===== src/rtl/rgb_stream_packer.sv =====
`default_nettype none
// +---------------------------------------------------------------------------+
// | rgb_stream_packer                                                         |
// | Packs 24-bit RGB pixels into 32-bit AXI4-Stream words (4 pixels/3 words). |
// | Optional: RGB_PACKER_EOL_FLUSH_EN pads and terminates misaligned lines.   |
// | Revision: 1.0                                                             |
// +---------------------------------------------------------------------------+
module rgb_stream_packer #(
  parameter int DATA_W = 32,
  parameter int PIX_W  = 24
) (
  input  logic                aclk,
  input  logic                areset,
  input  logic [7:0]          r,
  input  logic [7:0]          g,
  input  logic [7:0]          b,
  input  logic                valid,
  input  logic                sof,
  input  logic                eol,
  output logic                in_stream_ready,
  output logic [DATA_W-1:0]   out_stream_tdata,
  output logic [DATA_W/8-1:0] out_stream_tkeep,
  output logic                out_stream_tlast,
  output logic                out_stream_tuser,
  output logic                out_stream_tvalid,
  input  logic                out_stream_tready,
  output logic                align_err
);

  logic [PIX_W-1:0] pix;
  logic [1:0]       ph, ph_n, eff_ph;
  logic [23:0]      res, res_n;
  logic             pend_user;
  logic             out_free, accept, load, err_set;
  logic [31:0]      word;
  logic [3:0]       keep;
  logic             last, user;
  logic             in_flush;
  logic [3:0]       flush_keep;

  assign pix      = {r, g, b};
  assign out_free = !out_stream_tvalid || out_stream_tready;
  assign accept   = valid && in_stream_ready;
  assign eff_ph   = sof ? 2'd0 : ph;
  assign user     = pend_user || (accept && sof);

`ifdef RGB_PACKER_EOL_FLUSH_EN
  typedef enum logic [0:0] {RUN = 1'b0, FLUSH = 1'b1} state_t;
  state_t     state, state_n;
  logic [3:0] fkeep, fkeep_n;

  assign in_stream_ready = !areset && (state == RUN) && out_free;
  assign in_flush        = (state == FLUSH);
  assign flush_keep      = fkeep;

  always_ff @(posedge aclk) begin
    if (areset) begin
      state <= RUN;
      fkeep <= 4'h0;
    end else begin
      state <= state_n;
      fkeep <= fkeep_n;
    end
  end

  // A misaligned eol parks the padded residue; the flush word goes out next.
  always_comb begin
    state_n = state;
    fkeep_n = fkeep;
    if (state == FLUSH) begin
      if (out_free) state_n = RUN;
    end else if (accept && eol && eff_ph != 2'd3) begin
      state_n = FLUSH;
      case (eff_ph)
        2'd0:    fkeep_n = 4'h7;
        2'd1:    fkeep_n = 4'h3;
        default: fkeep_n = 4'h1;
      endcase
    end
  end
`else
  assign in_stream_ready = !areset && out_free;
  assign in_flush        = 1'b0;
  assign flush_keep      = 4'h0;
`endif

  // Residue is kept zero-extended so the flush word needs no extra masking.
  always_comb begin
    load    = 1'b0;
    word    = 32'h0;
    keep    = 4'hF;
    last    = 1'b0;
    ph_n    = ph;
    res_n   = res;
    err_set = 1'b0;
    if (in_flush) begin
      if (out_free) begin
        load  = 1'b1;
        word  = {8'h00, res};
        keep  = flush_keep;
        last  = 1'b1;
        res_n = 24'h0;
        ph_n  = 2'd0;
      end
    end else if (accept) begin
      err_set = sof && (ph != 2'd0);
      case (eff_ph)
        2'd0: begin
          res_n = pix;
          ph_n  = 2'd1;
        end
        2'd1: begin
          load  = 1'b1;
          word  = {pix[7:0], res};
          res_n = {8'h00, pix[23:8]};
          ph_n  = 2'd2;
        end
        2'd2: begin
          load  = 1'b1;
          word  = {pix[15:0], res[15:0]};
          res_n = {16'h0000, pix[23:16]};
          ph_n  = 2'd3;
        end
        default: begin
          load  = 1'b1;
          word  = {pix, res[7:0]};
          res_n = 24'h0;
          ph_n  = 2'd0;
          last  = eol;
        end
      endcase
      if (eol && eff_ph != 2'd3) begin
`ifdef RGB_PACKER_EOL_FLUSH_EN
        ph_n = 2'd0;
`else
        err_set = 1'b1;
`endif
      end
    end
  end

  always_ff @(posedge aclk) begin
    if (areset) begin
      ph                <= 2'd0;
      res               <= 24'h0;
      pend_user         <= 1'b0;
      align_err         <= 1'b0;
      out_stream_tvalid <= 1'b0;
      out_stream_tdata  <= '0;
      out_stream_tkeep  <= '0;
      out_stream_tlast  <= 1'b0;
      out_stream_tuser  <= 1'b0;
    end else begin
      ph  <= ph_n;
      res <= res_n;
      if (err_set) align_err <= 1'b1;
      if (load) begin
        out_stream_tvalid <= 1'b1;
        out_stream_tdata  <= word;
        out_stream_tkeep  <= keep;
        out_stream_tlast  <= last;
        out_stream_tuser  <= user;
        pend_user         <= 1'b0;
      end else begin
        if (out_stream_tready) out_stream_tvalid <= 1'b0;
        if (accept && sof)     pend_user <= 1'b1;
      end
    end
  end

endmodule
`default_nettype wire


===== config.mk =====
export PLATFORM = sky130hd
export DESIGN_NAME = rgb_stream_packer
export DESIGN_NICKNAME = d
export VERILOG_FILES = /design/src/rtl/rgb_stream_packer.sv
export SDC_FILE = /design/constraint.sdc
export NUM_CORES = 1
export LEC_CHECK = 0
export ABC_AREA = 1
export BUFFER_PORTS_ARGS = -buffer_cell sky130_fd_sc_hd__buf_2
export CAP_MARGIN = 5
export CORE_UTILIZATION = 25
export DETAILED_ROUTE_END_ITERATION = 8
export GPL_ROUTABILITY_DRIVEN = 0
export PLACE_DENSITY_LB_ADDON = 0.3
export SETUP_SLACK_MARGIN = 0.02
export SKIP_CTS_REPAIR_TIMING = 1
export SYNTH_ARGS = -nofsm -noshare
export SYNTH_HDL_FRONTEND = slang
export SYNTH_SLANG_ARGS = --single-unit

===== constraint.sdc =====
create_clock -name aclk -period 2.4 [get_ports aclk]
set_input_delay 0.36 -clock aclk [delete_from_list [all_inputs] [get_ports aclk]]
set_output_delay 0.36 -clock aclk [all_outputs]
set_load 0.005 [all_outputs]

Word-level counts from Yosys, hierarchy flattened
Cells that the tools add are included. Widths: inputs -> output; s select.

Register bits: 64. Input port bits: 30. Output and inout bits: 41. Logic and storage cells: 39.

Eq/ne operators: 3. Mux-type cells: 13. Reduce and logical (&&, ||, !) cells: 14.

Operators by type and width (count): $pmux 32 s3 (1); $pmux 24 s3 (1); $mux 32 (1); $mux 1 (8); $pmux 2 s3 (1); $logic_and 1x1->1 (5); $reduce_bool 2->1 (2); $reduce_or 3->1 (1); $eq 2x1->1 const B (1); $eq 2x2->1 const B (1); $logic_not 1->1 (2); $logic_not 2->1 (1); $logic_or 1x1->1 (2); $mux 2 (1); $ne 2x2->1 const B (1); $reduce_or 2->1 (1).

Logic depth before layout (Yosys ltp)
Depth in word-level cells: 6. Mapped depth: 12. Mapped depth without buffers: 10.

Worst setup path after synthesis
OpenSTA, ideal clock, no wires.

Kind: input -> register. Start point: input sof. End point: register out_stream_tdata[6]. Setup time: 0.112 ns. Arrival: 1.523 ns. Required time: 2.288 ns. Path slack: 0.765 ns. Cell stages on the path: 11. Buffers on the path: 2. Path through: nor2_1 -> inv_1 -> ha_1 -> buf_6 -> inv_2 -> nand4_4 -> nand2_4 -> inv_2 -> buf_6 -> nand2_1 -> nand2_1.

Cells in the longest elaborated chain, start to end: 4. Elaborated cells on any way between the ends: 8. Classes of those cells: 2 x eq/ne; 5 x mux; 1 x reduce/logical.

Ends and longest elaborated chain: from (decl) (line 18) `input logic sof,`; $mux 2 (*) (line 44) `assign eff_ph = sof ? 2'd0 : ph;`; $eq 2x2->1 (tied with other cells) (line 107) `case (eff_ph)`; $pmux 32 s3 / $mux 1 (equally long branches) (line 107); $mux 32 / $mux 1 (equally long branches) (line 105) `end else if (accept) begin`; to (signal assigned) (line 159) `out_stream_tdata <= word;`; to (decl) (line 21) `output logic [DATA_W-1:0] out_stream_tdata,`.

Mark *: on every way between the ends. The rest lies on a longest branch, timed or not. A chain may end at the register's enable or synchronous reset.

Worst setup path in the final report
Start point: register ph[1]. End point: register out_stream_tdata[4].

Cells in the longest elaborated chain, start to end: 4. Elaborated cells on any way between the ends: 8. Classes of those cells: 2 x eq/ne; 5 x mux; 1 x reduce/logical.

Ends and longest elaborated chain: from (decl) (line 31) `logic [1:0] ph, ph_n, eff_ph;`; from (signal assigned) (line 154) `ph <= ph_n;`; $mux 2 (*) (line 44); $eq 2x2->1 (tied with other cells) (line 107); $pmux 32 s3 / $mux 1 (equally long branches) (line 107); $mux 32 / $mux 1 (equally long branches) (line 105).

Marks and branches as above.

==> impl_metrics.toml <==
[pwr]
seqPwrFrac_pct = 42.1
power_w = 0.00266
intPower_w = 0.00198
clock_power_share_pct = 46.9
p_sw_w = 0.000681
p_sw_share_pct = 25.6
powerDensity_nw_per_um2 = 663
leakagePower_nw = 2.16
vdd_drop_max_v = 0.000418
combinationalPowerShare_pct = 11.0

[route]
wl_per_cell_microns = 12.0
via_count = 3165
drc = 0
first_iter_violations = 149
routed_via_density = 4.19
drtPass1Iterations = 4
antenna_left = 0
drt-total-wl_mm = 9.04

[layout]
diodes = 0
fillers = 1479
final_cell_mix = "nand2_1, buf_2, dfxtp_1"
multi_input_area_sq_um = 1610
seq_area_sq_um = 1280
instances_no_fill = 756
fin_area_sq_um = 4020
finalNetCount = 613
layout_commonest_cell = "nand2_1"
drive_gt1_share_pct = 18.0
area_delta_synth_final_pct = 22.3

[global_route]
grt_overflow = 0
grt_pass1_wl_mm = 14.8
grt_usage_pct = 14.3
grt_pass1_vias = 2863
antenna_found_initial = 0
grt_max_degree = 34

[setup_path]
reg2reg_depth = 9
critPathArrivalTime_ns = 2.08
crit_chain = "inv_1 -> nor2_1 -> inv_1 -> ha_1 -> buf_12 -> nor2_1 -> nand2_1 -> nand3_1 -> nand2_1"
cp-end-kind = "flip-flop"
critPathRequiredTime_ns = 2.62
slowest_stage = "dfxtp_1"
worstSetupPathType = "flip-flop to flip-flop"
critPathLaunchType = "flip-flop"
cp_max_fo = 33
max_stage_delay_ns = 0.32

[sta]
hold_viol = 0
skew_ns = 0.00924
worstMarginPinSlew_ns = 0.530
finalMaxSlewViolations = 0
final.min_clock_period_ns = 1.85
setup_viol = 0
finalCritPeriodShare_pct = 77.1
slew_headroom_pct = 64.6
max_freq_mhz = 540
setup_tns_ns = 0
rsz0062_at_grt = "no"
setup_ws_ns = 0.550

[floorplan]
die_w_microns = 117
coreArea_sq_um = 12700
die_h_microns = 117
ios = 71
die-area_sq_um = 13600
row_count = 41
start_util_pct = 25.8

[clocking]
numCtsBuffers = 9
cts_tree = "done"
ctsHtreeMaxLevel = 3
root_buffer = "clkbuf_16"
clkSinkCount = 64
clk_latency_ns = 0.34
cts_buffer_depth = 2
cts.clk_slew.worst_paths_ns = 0.05

[status]
status = "finished clean"

[placement]
place_area_sq_um = 3730
dpl.hpwl_mm = 6.60
dp_cells = 740
io_buffer_count = 70
pre_cts_ws_ns = 0.399

[synthesis]
syn_avg_cell_area_sq_um = 6.31
synth.net_count = 554
yosysSeqAreaShare_pct = 39.0
syn_area_sq_um = 3280
postSynthCellCount = 520
yosys_warnings = 0
synth.distinct_cells = 24
ys_ff_latch = 64

[run]
drv_cap = 0

[worst_hold_path]
min_path_cells = 3
hp-class = "primary input to flip-flop"
-- cell families after synthesis --
| family | after synthesis | synth area share (%) |
|---|---|---|
| adders and majority gates | 4 | 1.52 |
| buffers and inverters | 80 | 11.9 |
| and+or+nand+nor | 320 | 39.5 |
| DFF | 64 | 39.0 |
| AOI/OAI and AO/OA | 52 | 8.00 |
-- cells in the mapped netlist --
cell      instances  area share [%]
buf_1             1            0.11
nand3_4           1            0.53
inv_1            43             4.9
nand2_2           1            0.19
nand2_1         220              25
nand2_4           1            0.34
inv_2             3            0.34
nor2_1           62             7.1
o21a_1            1            0.23
buf_6             6             2.1
inv_4             2            0.38
nand4_4           1            0.65
or2_0             4            0.76
ha_1              4             1.5
nor2_4            1            0.34
o21ai_0          10             1.5
a21oi_1          40             6.1
o21ai_1           1            0.15
nand4_1           1            0.19
nand3_1          28             4.3
clkbuf_1          2            0.23
buf_2            18             2.7
buf_4             5             1.1
dfxtp_1          64              39
-- area by class of cell --
type,instances,area share (%)
clock buffer,13,6.73
tap,172,5.36
inverter,48,4.61
timing repair buffer,80,10.9
sequential,64,31.9
multi-input combinational,376,40.1
clock inverter,3,0.374
-- worst max-delay path: cells and delay by family (launching register included) --
kind / cells / cell delay [ns]
adders and majority gates: 1 / 0.22
DFF: 1 / 0.32
and+or+nand+nor: 5 / 0.88
buffers and inverters: 3 / 0.31
-- state kept, by name, summed over array words and instances (netlist names) --
signal,flops
align_err,1
res,24
out_stream_tlast,1
out_stream_tvalid,1
ph,2
out_stream_tuser,1
out_stream_tkeep,1
pend_user,1
out_stream_tdata,32
-- power by group through the flow --
stage	combinational [W]	clock (W)	sequential, W
floorplan	0.000198	0	0.00114
global placement	0.000291	0	0.00114
detailed placement	0.000294	0	0.00114
CTS	0.000296	0.00127	0.00112
global route	0.000337	0.00131	0.00112
finish	0.000293	0.00125	0.00112
-- metrics by stage --
| stage | hold WS (ns) | utilization, % |
|---|---|---|
| finish | 0.280 | 31.6 |
| global route | 0.301 | 31.6 |
| CTS | 0.280 | 31.6 |
| detailed placement | 0.429 | 29.3 |
| global placement | 0.430 | 29.3 |
| floorplan | 0.441 | - |
-- routing by layer --
metal | vias up | part of all wire [%] | track usage, %
met5 | - | 0 | 0
met4 | 0 | 1.3 | 4.30
met3 | 11 | 3.9 | 3.79
met2 | 63 | 42 | 21.3
met1 | 1386 | 53 | 20.2
li1 | 1705 | - | -
-- worst paths after layout --
check,startpoint,endpoint,slack (ns)
min,eol,out_stream_tlast,0.28
max,ph[1],out_stream_tdata[4],0.55
max reg2reg,ph[1],out_stream_tdata[4],0.55
min reg2reg,out_stream_tdata[6],out_stream_tdata[6],0.44
Note: power is estimated with default switching activity, not from simulation.
